--- src/rtl/aclk_pkg.sv ---
`default_nettype none
// ============================================================================
// aclk_pkg : BCD digit type, digit limits and time-legality check for the
//            alarm-clock datapath.                              Rev 1.0
// ============================================================================
package aclk_pkg;

   typedef logic [3:0] bcd_t;

   localparam bcd_t MAX_MS_HR       = 4'd2;
   localparam bcd_t MAX_LS_HR_AT_20 = 4'd3;
   localparam bcd_t MAX_MS_MIN      = 4'd5;
   localparam bcd_t MAX_LS          = 4'd9;

   // Also used by the alarm register, so keep it free of any counter state.
   function automatic logic is_valid_time(input bcd_t ms_hr, input bcd_t ls_hr,
                                          input bcd_t ms_min, input bcd_t ls_min);
      logic ok;
      ok = (ms_hr <= MAX_MS_HR) && (ls_hr <= MAX_LS) &&
           (ms_min <= MAX_MS_MIN) && (ls_min <= MAX_LS);
      if (ms_hr == MAX_MS_HR && ls_hr > MAX_LS_HR_AT_20)
         ok = 1'b0;
      return ok;
   endfunction

endpackage
`default_nettype wire

--- src/rtl/aclk_prescaler.sv ---
`default_nettype none
// ============================================================================
// aclk_prescaler : divides the system clock to a per-second terminal count
//                  and a registered one-cycle one_second pulse.   Rev 1.0
// ============================================================================
module aclk_prescaler #(
   parameter int unsigned CLK_PER_SEC = 256
) (
   input  logic clk_i,
   input  logic rst_i,
   input  logic clear_i,
   input  logic hold_i,
   output logic sec_tc_o,
   output logic one_second_o
);

   localparam int unsigned CW = $clog2(CLK_PER_SEC);
   localparam logic [CW-1:0] LAST = CW'(CLK_PER_SEC - 1);

   logic [CW-1:0] count_q, count_d;
   logic          one_second_q, one_second_d;

   assign sec_tc_o = (count_q == LAST);

   // A pending load (valid or not) owns this edge, so no second is counted.
   always_comb begin
      count_d      = count_q;
      one_second_d = 1'b0;
      if (clear_i) begin
         count_d = '0;
      end else if (!hold_i) begin
         count_d      = sec_tc_o ? '0 : count_q + 1'b1;
         one_second_d = sec_tc_o;
      end
   end

   always_ff @(posedge clk_i) begin
      if (rst_i) begin
         count_q      <= '0;
         one_second_q <= 1'b0;
      end else begin
         count_q      <= count_d;
         one_second_q <= one_second_d;
      end
   end

   assign one_second_o = one_second_q;

endmodule
`default_nettype wire

--- src/rtl/aclk_time_counter.sv ---
`default_nettype none
// ============================================================================
// aclk_time_counter : seconds/minutes timebase and 24-hour BCD HH:MM keeper
//                     with validated parallel load and fast_watch.  Rev 1.0
// ============================================================================
module aclk_time_counter
   import aclk_pkg::*;
#(
   parameter int unsigned CLK_PER_SEC = 256,
   parameter int unsigned SEC_PER_MIN = 60
) (
   input  logic       clock,
   input  logic       reset,
   input  logic       fast_watch,
   input  logic       load_new_c,
   input  logic [3:0] new_current_time_ms_hr,
   input  logic [3:0] new_current_time_ls_hr,
   input  logic [3:0] new_current_time_ms_min,
   input  logic [3:0] new_current_time_ls_min,
   output logic [3:0] current_time_ms_hr,
   output logic [3:0] current_time_ls_hr,
   output logic [3:0] current_time_ms_min,
   output logic [3:0] current_time_ls_min,
   output logic       one_second,
   output logic       one_minute,
   output logic       load_error
);

   localparam int unsigned SW = $clog2(SEC_PER_MIN);
   localparam logic [SW-1:0] SEC_LAST = SW'(SEC_PER_MIN - 1);

   logic          sec_tc, load_ok, min_tc;
   logic [SW-1:0] sec_q, sec_d;
   bcd_t          ms_hr_q, ls_hr_q, ms_min_q, ls_min_q;
   bcd_t          ms_hr_d, ls_hr_d, ms_min_d, ls_min_d;
   logic          one_minute_q, load_error_q;

   assign load_ok = load_new_c &&
                    is_valid_time(new_current_time_ms_hr, new_current_time_ls_hr,
                                  new_current_time_ms_min, new_current_time_ls_min);

   aclk_prescaler #(.CLK_PER_SEC(CLK_PER_SEC)) u_prescaler (
      .clk_i        (clock),
      .rst_i        (reset),
      .clear_i      (load_ok),
      .hold_i       (load_new_c),
      .sec_tc_o     (sec_tc),
      .one_second_o (one_second)
   );

   assign min_tc = sec_tc && !load_new_c && (fast_watch || sec_q == SEC_LAST);

   always_comb begin
      sec_d = sec_q;
      if (load_ok || fast_watch)
         sec_d = '0;
      else if (sec_tc && !load_new_c)
         sec_d = (sec_q == SEC_LAST) ? '0 : sec_q + 1'b1;
   end

   always_comb begin
      ms_hr_d  = ms_hr_q;
      ls_hr_d  = ls_hr_q;
      ms_min_d = ms_min_q;
      ls_min_d = ls_min_q;
      if (load_ok) begin
         ms_hr_d  = new_current_time_ms_hr;
         ls_hr_d  = new_current_time_ls_hr;
         ms_min_d = new_current_time_ms_min;
         ls_min_d = new_current_time_ls_min;
      end else if (min_tc) begin
         // Ripple the carry up the digits; 23 wraps straight to 00.
         ls_min_d = (ls_min_q == MAX_LS) ? 4'd0 : ls_min_q + 4'd1;
         if (ls_min_q == MAX_LS) begin
            ms_min_d = (ms_min_q == MAX_MS_MIN) ? 4'd0 : ms_min_q + 4'd1;
            if (ms_min_q == MAX_MS_MIN) begin
               if (ms_hr_q == MAX_MS_HR && ls_hr_q == MAX_LS_HR_AT_20) begin
                  ms_hr_d = 4'd0;
                  ls_hr_d = 4'd0;
               end else if (ls_hr_q == MAX_LS) begin
                  ls_hr_d = 4'd0;
                  ms_hr_d = ms_hr_q + 4'd1;
               end else begin
                  ls_hr_d = ls_hr_q + 4'd1;
               end
            end
         end
      end
   end

   always_ff @(posedge clock) begin
      if (reset) begin
         sec_q        <= '0;
         ms_hr_q      <= '0;
         ls_hr_q      <= '0;
         ms_min_q     <= '0;
         ls_min_q     <= '0;
         one_minute_q <= 1'b0;
         load_error_q <= 1'b0;
      end else begin
         sec_q        <= sec_d;
         ms_hr_q      <= ms_hr_d;
         ls_hr_q      <= ls_hr_d;
         ms_min_q     <= ms_min_d;
         ls_min_q     <= ls_min_d;
         one_minute_q <= min_tc;
         load_error_q <= load_new_c && !load_ok;
      end
   end

   assign current_time_ms_hr  = ms_hr_q;
   assign current_time_ls_hr  = ls_hr_q;
   assign current_time_ms_min = ms_min_q;
   assign current_time_ls_min = ls_min_q;
   assign one_minute          = one_minute_q;
   assign load_error          = load_error_q;

endmodule
`default_nettype wire

--- config.mk ---
export PLATFORM = sky130hd
export DESIGN_NAME = aclk_time_counter
export DESIGN_NICKNAME = d
export VERILOG_FILES = /design/src/rtl/aclk_pkg.sv /design/src/rtl/aclk_prescaler.sv /design/src/rtl/aclk_time_counter.sv
export SDC_FILE = /design/constraint.sdc
export NUM_CORES = 1
export LEC_CHECK = 0
export ABC_AREA = 1
export CAP_MARGIN = 20
export CORE_MARGIN = 8
export CORE_UTILIZATION = 55
export DETAILED_ROUTE_END_ITERATION = 16
export PLACE_DENSITY = 0.88
export SLEW_MARGIN = 0
export SYNTH_ARGS = -nofsm -noshare
export SYNTH_HDL_FRONTEND = slang
export SYNTH_SLANG_ARGS = --single-unit
--- constraint.sdc ---
create_clock -name clock -period 3.7 [get_ports clock]
set_input_delay 0.74 -clock clock [delete_from_list [all_inputs] [get_ports clock]]
set_output_delay 0.74 -clock clock [all_outputs]
set_load 0.01 [all_outputs]
; ---- Yosys cells after proc, flatten, opt, wreduce, memory -nomap -nowiden
; Cells that the tools add are included.
[word_totals]
regBits = 33
input_bits = 20
output_inout_bits = 19
word_cells = 73
[op_classes]
n_addsub = 6
magnitude_cmp = 5
n_eq_ne = 8
n_mux = 22
reduce_logical = 23
[op_table]
columns = cell, count
row1 = two-way mux 4 bit, 19
row2 = adder 4 x 1 -> 4 bit (second input constant), 4
row3 = equality test 4 x 2 -> 1 bit (second input constant), 3
row4 = logical AND 1 bit, 9
row5 = adder 8 x 1 -> 8 bit (second input constant), 1
row6 = equality test 4 bit (second input constant), 2
row7 = equality test 8 bit (second input constant), 1
row8 = less-or-equal comparator 4 bit (second input constant), 2
row9 = two-way mux 8 bit, 1
row10 = adder 6 x 1 -> 6 bit (second input constant), 1
row11 = equality test 6 bit (second input constant), 1
row12 = two-way mux 6 bit, 1
row13 = nonzero test 2 bit, 3
row14 = equality test 4 x 3 -> 1 bit (second input constant), 1
row15 = > comparator 4 x 2 -> 1 bit (second input constant), 1
row16 = less-or-equal comparator 4 x 2 -> 1 bit (second input constant), 1
row17 = less-or-equal comparator 4 x 3 -> 1 bit (second input constant), 1
row18 = AND reduction 4 bit, 1
row19 = OR reduction 2 bit, 2
row20 = AND reduction 3 bit, 1
row21 = nonzero test 3 bit, 1
row22 = OR reduction 3 bit, 1
row23 = zero test 1 bit, 2
row24 = logical OR 1 bit, 2
row25 = other kinds (2), 2

; ---- Logic depth before layout (Yosys ltp)
[logic_depth]
ltp_word = 8
ltp_mapped = 11
depth_no_buf = 11

; ---- By module
; Synthesis repeated with hierarchy kept, for this count alone.
[hier_totals]
cells_unflattened = 283
hier_area_um2 = 1978.1
[by_module_without_submodules]
columns = module, instances, cells_per_inst, area_each_um2, seq_area_each_um2
row1 = aclk_time_counter, 1, 221, 1549.0, 480.5
row2 = aclk_prescaler, 1, 62, 429.2, 180.2

; ---- Worst setup path after synthesis
; OpenSTA, ideal clock, no wires.
[synth_timing]
path_kind = input port to flip-flop
start = in load_new_c
end = reg ms_min_q[0], in the netlist current_time_ms_min[0]
setup_ns = 0.113
t_arrival_ns = 1.683
required_ns = 3.587
setup_slack_ns = 1.904
path_stages = 9
path_buffers = 1
path_cell_list = buf_6 inv_2 nand3_4 nor2_8 inv_4 o21ai_4 inv_2 nor2_1 nor2_1
[synth_via]
elab_chain_cells = 5
word_cells_on_any_way = 8
classes_between = 1 x mux / 7 x reduce/logical
[synth_rtl]
columns = element, line
row1 = start: declaration, aclk_time_counter.sv:15  ; input logic load_new_c,
row2 = zero test 1 bit, n/a
row3 = logical AND 1 bit (2 in series), aclk_time_counter.sv:51  ; assign min_tc = sec_tc && !load_new_c && (fast_watch || sec_q == SEC_LAST);
row4 = nonzero test 2 bit (no source line), n/a
row5 = AND reduction 2 bit (no source line), n/a
row6 = end signal: assignment, aclk_time_counter.sv:104  ; ms_min_q <= ms_min_d;
row7 = end: declaration, aclk_time_counter.sv:34  ; bcd_t ms_hr_q, ls_hr_q, ms_min_q, ls_min_q;
; Parallel ways exist; a longest one is shown, timed or not.
; A chain may end at the register's enable or synchronous reset.

; ---- Worst setup path after layout
[layout_timing]
start = in new_current_time_ls_min[1]
end = reg ms_hr_q[0], in the netlist current_time_ms_hr[0]
[layout_via]
elab_chain_cells = 6
word_cells_on_any_way = 10
classes_between = 1 x order compare / 2 x mux / 7 x reduce/logical
[layout_rtl]
columns = element, line
row1 = start: declaration, aclk_time_counter.sv:19  ; input logic [3:0] new_current_time_ls_min,
row2 = less-or-equal comparator 4 bit (*), aclk_pkg.sv:20  ; (ms_min <= MAX_MS_MIN) && (ls_min <= MAX_LS);
row3 = logical AND 1 bit (*), aclk_pkg.sv:20
row4 = two-way mux 1 bit (*), aclk_pkg.sv:21  ; if (ms_hr == MAX_MS_HR && ls_hr > MAX_LS_HR_AT_20)
row5 = logical AND 1 bit (*), aclk_time_counter.sv:38  ; assign load_ok = load_new_c &&
row6 = nonzero test 3 bit (no source line) / nonzero test 2 bit (equally long branches), n/a
row7 = AND reduction 4 bit (no source line), n/a
row8 = end signal: assignment, aclk_time_counter.sv:102  ; ms_hr_q <= ms_hr_d;
row9 = end: declaration, aclk_time_counter.sv:34
; Every way passes the cells marked *; elsewhere a longest branch is shown, timed or not.

==> impl_metrics.py <==
metrics = {
    "place": {
        "place_congestion": 0.8672,
        "portBuffers": 38,
        "placed_cell_area_um2": 2404,
        "dp_hpwl_um": 3538,
    },
    "worst_setup_path": {
        "startpoint": "new_current_time_ls_min[1]",
        "slowest_delay_ns": 0.45,
        "slowest_stage": "clkdlybuf4s50_1",
        "crit_type": "in -> reg",
        "r2r_start": "u_prescaler.count_q[1]$_SDFFE_PP0N_",
        "critPathBufInv": 1,
        "cpMostUsedCell": "nand2_1",
        "cp-start-kind": "input port",
        "crit_arrival_ns": 2.48,
        "path_delay_family": "simple AND/OR/NAND/NOR gates",
        "path_cells": "clkdlybuf4s50_1 > o21ai_1 > nand4_4 > o21ai_4 > nand3_4 > nand2_1 > nand2_1 > nor2_1",
        "reg2reg_slack_ns": 2.01,
        "cp_max_fo": 17,
        "cp.required_ns": 3.98,
        "critPathCaptureType": "flip-flop",
    },
    "global_routing": {
        "grt_overflow_total": 0,
        "grt_max_degree": 18,
        "antenna_found_initial": 0,
        "grt_usage_pct": 16.08,
        "grt_pass1_vias": 1792,
        "grt_pass1_wl_um": 7928,
    },
    "power_and_ir_drop": {
        "p_comb_share_pct": 8.9,
        "swShare_pct": 26.27,
        "intPower_mw": 0.4590,
        "leakage_nw": 1.031,
        "power_switching_mw": 0.1635,
        "clockPowerShare_pct": 33.1,
        "p_seq_share_pct": 57.9,
        "pwr_density_cell_nw_per_um2": 252.7,
        "ir_drop_v": 0.0001896,
    },
    "finish": {
        "nNetsFinal": 348,
        "drive_above_1_share_pct": 10.22,
        "final_area_um2": 2464,
        "syn2layout_area_growth_pct": 23.14,
        "diodes": 0,
    },
    "logic_synthesis": {
        "synth.avg_cell_area_um2": 7.120,
        "syn_nets": 307,
        "ys_top_cells_by_area": "dfxtp_1, nand2_1, nor2_1",
        "synthesis.area_um2": 2001,
        "ys_async_sr_fraction_pct": 0,
        "synth_area_leader_cell": "dfxtp_1",
        "synth_ff_type": "dfxtp_1",
        "synth_cell_types": 35,
        "syn-instance-count": 281,
        "synth-edff-count": 0,
        "ys_ff_latch": 33,
        "yosys.area.top_type_share_pct": 33.02,
        "ys_seq_area_share_pct": 33.02,
        "yosysWarnings": 0,
    },
    "sta": {
        "setup-tns-final_ns": 0,
        "slew_viol_final": 0,
        "finalCriticalPeriod_ns": 2.200,
        "hold_violations": 0,
        "setup_viol": 0,
        "relSlewSlack_pct": 64.90,
        "clock.fmax_ghz": 0.4545,
        "clock_skew_ns": 0.01869,
        "rsz0062_at_grt": "false",
        "final.period_utilization_pct": 59.47,
        "max_slew.worst_pin.slew_ns": 0.5259,
    },
    "clock_tree": {
        "post_cts_buffers": 0,
        "cts.sinks": 33,
        "clk_latency_ns": 0.35,
        "cts_resized": 0,
        "htree_num_levels": 2,
        "path_clk_slew_ns": 0.12,
        "cts_tree": "yes",
        "cts_root_buffer": "clkbuf_4",
        "cts_buffer_depth": 2,
        "numCtsBuffers": 5,
        "ctsHoldBuffers": 0,
    },
    "die": {
        "rows": 22,
        "io_pins": 39,
        "start_util_pct": 55.91,
        "dieHeight_um": 76.31,
        "dieArea_um2": 5823,
        "die_x_um": 76.31,
        "core_area_um2": 3578,
    },
    "route": {
        "viasPerCell": 5.084,
        "vias": 1886,
        "drtPass1Iterations": 4,
        "drc": 0,
        "wl_um": 4548,
        "drt-wirelength-per-cell_um": 12.26,
        "antenna_left": 0,
        "drtIter0Drc": 108,
    },
    "worst_hold_path": {
        "worstHoldStart": "sec_q[5]$_SDFFE_PP0P_",
        "hp-class": "reg -> reg",
    },
    "status": {
        "status": "finished clean",
    },
    "run": {
        "cap_viol_max_count": 0,
    },
}
layout make-up:
class,count,area [um2]
well taps,48,60.06
clock inverters,3,22.52
fillers,307,1115
clock buffers,5,37.54
multi-input cells,210,1172
flip-flops and latches,33,660.6
inverters,34,130.1
repair buffers,38,380.4
flip-flops by register name (all words and copies together), names as in the netlist:
| register | cells |
|---|---|
| u_prescaler.one_second_o | 1 |
| current_time_ms_hr | 4 |
| load_error | 1 |
| current_time_ms_min | 4 |
| u_prescaler.count_q | 8 |
| current_time_ls_hr | 4 |
| one_minute | 1 |
| sec_q | 6 |
| current_time_ls_min | 4 |
routing by layer:
metal	vias to the layer above	track usage (%)	part of all wire, %
li1	981	-	-
met1	857	18.95	47
met2	41	26.82	48
met3	7	4.953	3.9
met4	0	5.577	1.5
met5	-	0	0
per-stage QoR:
stage          std cells  hold slack, ns  util, %  worst slack [ns]  power (mW)
2_1_floorplan        281          0.4233        -             1.904      0.3948
3_5_place_dp         363          0.4433    67.17             1.161      0.4238
4_1_cts              371          0.4607    68.85             1.515      0.6260
3_3_place_gp         363          0.4375    67.17             1.194      0.4232
5_1_grt              371          0.4975    68.85             1.301      0.6517
6_report             371          0.4544    68.85             1.500      0.6225
power by group through the flow:
stage | registers (mW) | logic, mW | clock network [mW]
2_1_floorplan | 0.369 | 0.0259 | 0
6_report | 0.361 | 0.0556 | 0.206
3_3_place_gp | 0.369 | 0.0545 | 0
4_1_cts | 0.361 | 0.0556 | 0.210
5_1_grt | 0.361 | 0.0619 | 0.229
3_5_place_dp | 0.369 | 0.0551 | 0
kinds of logic after synthesis:
| group | count (synthesis) | share of synthesized area [%] |
|---|---|---|
| and+or+nand+nor | 160 | 39.90 |
| buffers and inverters | 38 | 8.380 |
| AOI/OAI and AO/OA | 33 | 10.13 |
| DFF | 33 | 33.02 |
| xor gates and xnor gates | 11 | 4.815 |
| adders and majority gates | 6 | 3.752 |
final timing paths:
| path | to | depth (start not counted) |
|---|---|---|
| hold / removal | sec_q[5]$_SDFFE_PP0P_ | 2 |
| setup reg to reg | current_time_ms_min[3]$_SDFFE_PP0P_ | 10 |
| hold reg to reg | sec_q[5]$_SDFFE_PP0P_ | 2 |
| setup / recovery | current_time_ms_hr[0]$_SDFFE_PP0P_ | 8 |
layout by cell type (no fill, tap or decap), types with 2 or more instances in the layout:
cell and instances:
a21oi_1 10, and2_1 2, clkbuf_4 5, clkdlybuf4s50_1 38, clkinvlp_4 3, dfxtp_1 33, ha_1 6, inv_1 29
inv_2 4, nand2_1 68, nand2_2 2, nand2_4 2, nand3_1 16, nand3_4 2, nand4_1 5, nor2_1 43
nor2_2 2, nor2_4 4, nor3_1 7, o211ai_1 3, o21ai_0 9, o21ai_1 6, o21ai_4 2, xnor2_1 5
xor2_1 6
cells in the mapped netlist (3+ instances only):
library cell  instances
o211ai_1              3
nand3_1              16
inv_1                29
nand4_1               5
xor2_1                6
ha_1                  6
nor2_1               43
xnor2_1               5
o21ai_1               6
a21oi_1              10
nor2_4                4
nor3_1                7
dfxtp_1              33
nand2_1              68
inv_2                 4
o21ai_0               9
worst reg2reg max path, delay by kind of cell, from the launching register on:
kind,cells,cell delay [ns]
AO/OA/AOI/OAI,1,0.18
adder cells (fa/ha/maj),1,0.15
buffers and inverters,3,0.22
flip-flops,1,0.38
AND/OR/NAND/NOR,5,0.64
No activity file was read; power rests on OpenSTA's default activity.
